--- config.mk ---
export PLATFORM = sky130hd
export DESIGN_NAME = smart_alarm_ctrl
export DESIGN_NICKNAME = d
export VERILOG_FILES = /design/src/rtl/smart_home_pkg.sv /design/src/rtl/alarm_siren_gen.sv /design/src/rtl/smart_alarm_ctrl.sv
export SDC_FILE = /design/constraint.sdc
export NUM_CORES = 1
export LEC_CHECK = 0
export CAP_MARGIN = 20
export CORE_MARGIN = 4
export CORE_UTILIZATION = 54
export CTS_BUF_LIST = sky130_fd_sc_hd__clkbuf_2 sky130_fd_sc_hd__clkbuf_4 sky130_fd_sc_hd__clkbuf_8
export CTS_CLUSTER_DIAMETER = 80
export DETAILED_ROUTE_END_ITERATION = 12
export PLACE_DENSITY = 0.9
export SYNTH_ARGS = -nofsm -noshare
export SYNTH_HDL_FRONTEND = slang
export SYNTH_SLANG_ARGS = --single-unit
--- constraint.sdc ---
create_clock -name CLK_IN -period 3.4 [get_ports CLK_IN]
set_clock_uncertainty 0.2 [all_clocks]
set_input_delay 0.68 -clock CLK_IN [delete_from_list [all_inputs] [get_ports CLK_IN]]
set_output_delay 0.68 -clock CLK_IN [all_outputs]
set_load 0.01 [all_outputs]
--- src/rtl/smart_home_pkg.sv ---
// Shared smart-home definitions: alarm state encoding and down-counter terminal values.
package smart_home_pkg;

    typedef enum logic [1:0] {
        ST_DISARMED = 2'd0,
        ST_ARMED    = 2'd1,
        ST_ENTRY    = 2'd2,
        ST_ALARM    = 2'd3
    } state_t;

    localparam logic [1:0] CNT_TOP = 2'd3;
    localparam logic [1:0] CNT_BOT = 2'd0;

endpackage

--- src/rtl/alarm_siren_gen.sv ---
// Siren square-wave generator: starts high when enabled, toggles every SIREN_HALF cycles.
module alarm_siren_gen #(
    parameter int unsigned SIREN_HALF = 4
) (
    input  logic CLK_IN,
    input  logic CLR_FF,
    input  logic EN,
    output logic SIREN
);

    localparam logic [7:0] HALF_LAST = 8'(SIREN_HALF - 1);

    logic [7:0] timer_q;
    logic       run_q;

    always_ff @(posedge CLK_IN or posedge CLR_FF) begin
        if (CLR_FF) begin
            timer_q <= '0;
            run_q   <= 1'b0;
            SIREN   <= 1'b0;
        end else if (!EN) begin
            timer_q <= '0;
            run_q   <= 1'b0;
            SIREN   <= 1'b0;
        end else if (!run_q) begin
            // first enabled cycle: siren goes high with the timer at zero
            timer_q <= '0;
            run_q   <= 1'b1;
            SIREN   <= 1'b1;
        end else if (timer_q == HALF_LAST) begin
            timer_q <= '0;
            SIREN   <= ~SIREN;
        end else begin
            timer_q <= timer_q + 8'd1;
        end
    end

endmodule

--- src/rtl/smart_alarm_ctrl.sv ---
// Intrusion-alarm controller using the 2-bit down counter as entry-delay timebase.
module smart_alarm_ctrl
    import smart_home_pkg::*;
#(
    parameter int unsigned ENTRY_PERIODS = 2,
    parameter int unsigned SIREN_HALF    = 4
) (
    input  logic       CLK_IN,
    input  logic       CLR_FF,
    input  logic [1:0] CNT_IN,
    input  logic       ARM,
    input  logic       DISARM,
    input  logic       DOOR,
    output logic       CNT_CLR,
    output logic [1:0] STATE,
    output logic       SIREN,
    output logic       ENTRY_LED,
    output logic [1:0] DISP
);

    localparam logic [3:0] LAST_PERIOD = 4'(ENTRY_PERIODS - 1);

    state_t     state_q;
    state_t     state_nxt;
    logic [3:0] period_q;
    logic [1:0] prev_q;
    logic       wrap;

    assign wrap  = (prev_q == CNT_BOT) && (CNT_IN == CNT_TOP);
    assign STATE = state_q;

    always_comb begin
        state_nxt = state_q;
        case (state_q)
            ST_DISARMED: if (ARM && !DISARM) state_nxt = ST_ARMED;
            ST_ARMED: begin
                if (DISARM)    state_nxt = ST_DISARMED;
                else if (DOOR) state_nxt = ST_ENTRY;
            end
            ST_ENTRY: begin
                if (DISARM)                             state_nxt = ST_DISARMED;
                else if (wrap && period_q == LAST_PERIOD) state_nxt = ST_ALARM;
            end
            ST_ALARM: if (DISARM) state_nxt = ST_DISARMED;
            default:  state_nxt = ST_DISARMED;
        endcase
    end

    always_ff @(posedge CLK_IN or posedge CLR_FF) begin
        if (CLR_FF) begin
            state_q   <= ST_DISARMED;
            CNT_CLR   <= 1'b1;
            ENTRY_LED <= 1'b0;
            DISP      <= '0;
            period_q  <= '0;
            prev_q    <= CNT_TOP;
        end else begin
            state_q   <= state_nxt;
            CNT_CLR   <= (state_nxt != ST_ENTRY);
            ENTRY_LED <= (state_nxt == ST_ENTRY);
            DISP      <= (state_nxt == ST_ENTRY) ? CNT_IN : '0;
            // outside ENTRY the history is parked at the top so re-entry never sees a stale 0
            prev_q    <= (state_q == ST_ENTRY) ? CNT_IN : CNT_TOP;
            if (state_q == ST_ARMED && state_nxt == ST_ENTRY)
                period_q <= '0;
            else if (state_q == ST_ENTRY && wrap)
                period_q <= period_q + 4'd1;
        end
    end

    alarm_siren_gen #(
        .SIREN_HALF(SIREN_HALF)
    ) u_siren (
        .CLK_IN(CLK_IN),
        .CLR_FF(CLR_FF),
        .EN    (state_nxt == ST_ALARM),
        .SIREN (SIREN)
    );

endmodule

# == Word level (Yosys, flattened, before mapping) ==
# Index checks and enable logic that the tools add are counted.
# word_totals
ff_bits,22
in_bits,7
output_inout_bits,7
# op_classes
addsub,2
n_eq_ne,10
muxes,18
bitwise_logic,1
n_reduce_logical,9
# ops
op,n
2-to-1 mux 8 bit,3
2-to-1 mux 2 bit,8
== test 2 bit (second input constant),5
adder 8 x 1 -> 8 bit (second input constant),1
== test 8 x 2 -> 1 bit (second input constant),1
2-to-1 mux 4 bit,2
case mux 2 bit (4 select lines),1
logical AND 1 bit,5
adder 4 x 1 -> 4 bit (second input constant),1
== test 4 x 1 -> 1 bit (second input constant),1
zero test 2 bit,2
2-to-1 mux 1 bit,4
inequality test 3 bit (second input constant),1
== test 2 x 1 -> 1 bit (second input constant),1
inequality test 2 bit (second input constant),1
nonzero test 2 bit,1
zero test 1 bit,1
NOT 1 bit,1

# == Longest topological paths before layout ==
# depth
depth_word,9
depth_mapped,6
depth_no_buf,5

# == Hierarchy ==
# From an unflattened synthesis, not the netlist that was laid out.
# hier_totals
cells_unflattened,99
hier_area_um2,1062.3
# by_module_without_submodules
module,instances,cells_per_inst,area_per_inst_um2
smart_alarm_ctrl,1,52,603.1
alarm_siren_gen,1,47,459.2

# == Worst setup path before layout ==
# Ideal clock, no wire load.
# synth_path
path_kind,reg-to-reg
start,reg u_siren.timer_q[0]
end,reg u_siren.timer_q[2]
setup_time_ns,0.144
arrival_ns,1.573
required_time_ns,3.056
slack_ns,1.482
stages_incl_launch_ff,5
path_buffers,0
synth_period_minus_slack_ns,1.918
cell_sequence,dfrtp_1 ha_1 or3b_2 o2111ai_1 nor3_1
# synth_between
elab_chain_cells,4
# synth_rtl
item,line_no,text
start: declaration,alarm_siren_gen.sv:13,logic [7:0] timer_q;
start signal: assignment,alarm_siren_gen.sv:34,timer_q <= timer_q + 8'd1;
adder 8 x 1 -> 8 bit or == test 8 x 2 -> 1 bit (tied branches),"alarm_siren_gen.sv:34, alarm_siren_gen.sv:30",
2-to-1 mux 8 bit (*),alarm_siren_gen.sv:30,end else if (timer_q == HALF_LAST) begin
2-to-1 mux 8 bit (*),alarm_siren_gen.sv:25,end else if (!run_q) begin
2-to-1 mux 8 bit (*),alarm_siren_gen.sv:21,end else if (!EN) begin
# Mark *: on every way between the ends. The rest lies on a longest branch, timed or not.
# A chain may end at the register's enable or synchronous reset.

# == Final worst setup path ==
# layout_path
start,reg state_q[1] (netlist: STATE[1])
end,out STATE[1]
# layout_lines
item,line_no,text
start: declaration,smart_alarm_ctrl.sv:23,state_t state_q;
start signal: assignment,smart_alarm_ctrl.sv:58,state_q <= state_nxt;
end: declaration,smart_alarm_ctrl.sv:15,"output logic [1:0] STATE,"
# No word-level cell between the ends.

==> results.rst <==
.. list-table::
   :header-rows: 1

   * - Metric
     - Value
   * - Required time at the worst-slack endpoint
     - around 2.5 ns
   * - Pwr Total
     - about 0.48 mW
   * - Placed insts
     - 134
   * - Post-layout utilization of the core
     - 0.693
   * - Starting Density
     - 0.585
   * - Syn nets
     - ~110
   * - Max-Cap Viols
     - 0
   * - Critical path depth
     - 1
   * - Endpoint of the most critical setup path
     - STATE[1]
   * - Antenna violations before repair
     - 0
   * - Reg-to-reg critical path endpoint
     - u_siren.timer_q[4]
   * - Area enclosed by the die boundary
     - 0.00270 mm^2
   * - Final Worst Setup Slack
     - 1.12 ns
   * - Family of cells with the greatest summed delay on the critical path
     - buffers and inverters
   * - Pre-CTS worst setup slack
     - roughly 0.93 ns
   * - Area growth, synth to finish
     - 18.6%
   * - Final-report setup violation count
     - 0
   * - Transition time of the tightest slew-check pin
     - around 0.82 ns
   * - DRC violation count after routing
     - 0
   * - Leak
     - around 0.5 nW
   * - Number of buffers inserted to repair setup after CTS
     - 0
   * - Number of pins exceeding their max-slew limit in the final report
     - 0
   * - Critical register-to-register path startpoint
     - u_siren.timer_q[0]
   * - Count of unique library cells instantiated by Yosys
     - 32
   * - Clock tree from TritonCTS
     - yes
   * - Number of clock buffers inserted by TritonCTS
     - 3
   * - Root Buffer
     - clkbuf_4
   * - Cell-by-cell trace of the critical path
     - clkdlybuf4s50_1
   * - Global-route wire length before repair
     - 3.86 mm
   * - Arrival time reported for the critical path endpoint
     - 1.40 ns
   * - Max clock buf depth
     - 2
   * - Post-route cell area
     - 0.00124 mm^2
   * - R2R cell count
     - 4
   * - Peak supply drop
     - 0.239 mV
   * - Fill cell count
     - 130
   * - First-pass DRT Iterations
     - 4
   * - Die Y-Extent
     - roughly 52 um
   * - GRT Resource Usage Total
     - 0.193
   * - Total power density per cell area
     - a little under 400 mW/mm^2
   * - Global placement routability congestion
     - approximately 0.83
   * - Number of warnings reported in the yosys synthesis log
     - 0
   * - Worst-path clk slew
     - between 0.1 and 0.15 ns
   * - Syn Area/Cell
     - around 11 um^2
   * - Critical-path top delay cell
     - clkdlybuf4s50_1
   * - DRT Wirelength
     - approximately 2.3 mm
   * - H-tree level count
     - 1
   * - Time the final worst path needs with I/O delays and setup
     - approximately 2.3 ns
   * - Detailed router's first-iteration violation count
     - 30
   * - Post-Syn Area
     - around 0.0010 mm^2
   * - Routed Antenna Nets
     - 0
   * - Ratio of cells with drive above 1 in the final layout
     - 0.0973
   * - Rel. slew slack
     - 0.455
   * - Cell taking the most area after synthesis
     - dfrtp_1
   * - Die span in x
     - 51.9 um
   * - Vias per cell
     - about 6.1
   * - Wire length per cell after detailed routing
     - between 15 and 20 um
   * - Synthesized flop and latch total
     - 22
   * - Input/output buffers
     - 13
   * - Total negative slack
     - 0 ns
   * - Post-route non-filler standard cell count
     - 138
   * - Net total in the final layout
     - 124
   * - TritonCTS Sinks
     - 22
   * - Top post-synthesis cells by area
     - dfrtp_1, dfstp_2, ha_1, or3_1, nand3_1
   * - Endpoints failing hold
     - 0
   * - Post-route worst hold slack
     - 0.279 ns
   * - Largest net degree at the start of global routing
     - 23
   * - Number of buffers added to fix hold violations after cts
     - 0
   * - Part of the cycle the worst path needs
     - 0.671
   * - Count of vias placed by the detailed router
     - around 840
   * - Remaining Overflow, GRT
     - 0
   * - Class of the most critical hold timing path
     - reg2reg
   * - Launch point of the worst path
     - STATE[1]
   * - Worst skew pair latency
     - about 0.30 ns
   * - Critical path start-end classification
     - reg2out
   * - Part of the Yosys area used for sequential elements
     - 0.532
   * - Share of the synthesized area in the top cell type
     - 0.456
   * - Ant. Diodes
     - 0
   * - Outcome
     - complete, no violations
   * - Stage delay of the slowest cell on the critical path
     - about 0.59 ns
   * - Highest net fanout along the worst path
     - 9
   * - Setup repair after global routing missed its margin
     - false
   * - Cell Area, Placed
     - about 0.0012 mm^2
   * - Buf/Inv on CP
     - 1
   * - Ports placed on the boundary
     - 14
   * - Worst setup SP type
     - register
   * - Synthesized instance count
     - a little under 100
   * - Kind of capture point of the worst setup path
     - primary output
   * - Via count of the first global-routing pass
     - between 800 and 900
   * - Standard-cell rows
     - 15
   * - Hold wc startpoint
     - u_siren.run_q
   * - Top achievable clock speed
     - 439 MHz
   * - Placed wire-length estimate after detailed placement
     - 1.68 mm
   * - Count of instances resized after the clock tree is built
     - 0
   * - Worst R2R Setup Slack
     - between 1 and 1.5 ns
   * - Floorplan core area
     - ~0.0018 mm^2
[layout by cell type (no fill, tap or decap), types with 3 or more instances in the layout]
cell and n:
dfrtp_1 19, clkdlybuf4s50_1 13, inv_1 6, o21ai_0 6, nand2_1 6, nand3_1 6, or3_1 5, nor3_1 5
nor2_1 4, a211oi_1 4, dfstp_2 3, ha_1 3, clkbuf_4 3
[cell type report]
cell class | instances | area [um^2] | area share
clock buffer | 4 | 36.3 | 0.0294
inverter | 6 | 22.5 | 0.0182
multi-input combinational | 68 | 462 | 0.373
sequential | 22 | 554 | 0.448
tap | 25 | 31.3 | 0.0253
timing repair buffer | 13 | 130 | 0.105
[synth_stat cells (all sizes together)]
master	instances
a311oi	2
xnor2	1
mux2i	2
a211o	1
xor2	2
nand3	6
nor2b	1
nor3b	2
nor3	5
a211oi	4
o2111ai	1
and2	1
or3b	2
clkbuf	1
o21bai	1
o21ba	1
nand2b	2
nor2	4
nor4bb	1
inv	6
a2111oi	2
or3	5
nand4bb	2
nand4	1
or4	1
o21ai	6
dfrtp	19
nand2	6
ha	3
and3	1
dfstp	3
a21oi	2
[metal layers]
layer	GRT usage	vias up	wire length [um]
li1	-	395	-
met1	0.213	402	877
met2	0.349	38	1200
met3	0.0258	7	143
met4	0.109	0	49
met5	0	-	0
[where the power goes]
part	switching, mW	leakage (nW)	internal [mW]
combinational	0.0311	0.186	0.0249
sequential	0.00798	0.294	0.270
clock	0.0782	0.0210	0.0654
total	0.117	0.501	0.361
[registers in the layout, indices dropped and copies added, names as in the netlist]
signal,cells
u_siren.timer_q,8
period_q,4
DISP,2
STATE,2
prev_q,2
CNT_CLR,1
ENTRY_LED,1
u_siren.SIREN,1
u_siren.run_q,1
[how the worst min path moves through the flow]
stage / endpoint / slack, ns / cells past startpoint
after floorplan: u_siren.SIREN / 0.23 / 1
after global placement: u_siren.SIREN / 0.26 / 1
after detailed placement: u_siren.SIREN / 0.27 / 1
after CTS: u_siren.SIREN / 0.28 / 1
after global routing: u_siren.SIREN / 0.32 / 1
final: u_siren.SIREN / 0.28 / 1
[cell families after synthesis]
kind of cell	share of synthesized area
compound gates	0.134
xor+xnor	0.0252
fa+ha+maj	0.0360
flops	0.532
mux	0.0192
buf+inv	0.0252
simple gates	0.228
Power figures use the tool's default switching activity.
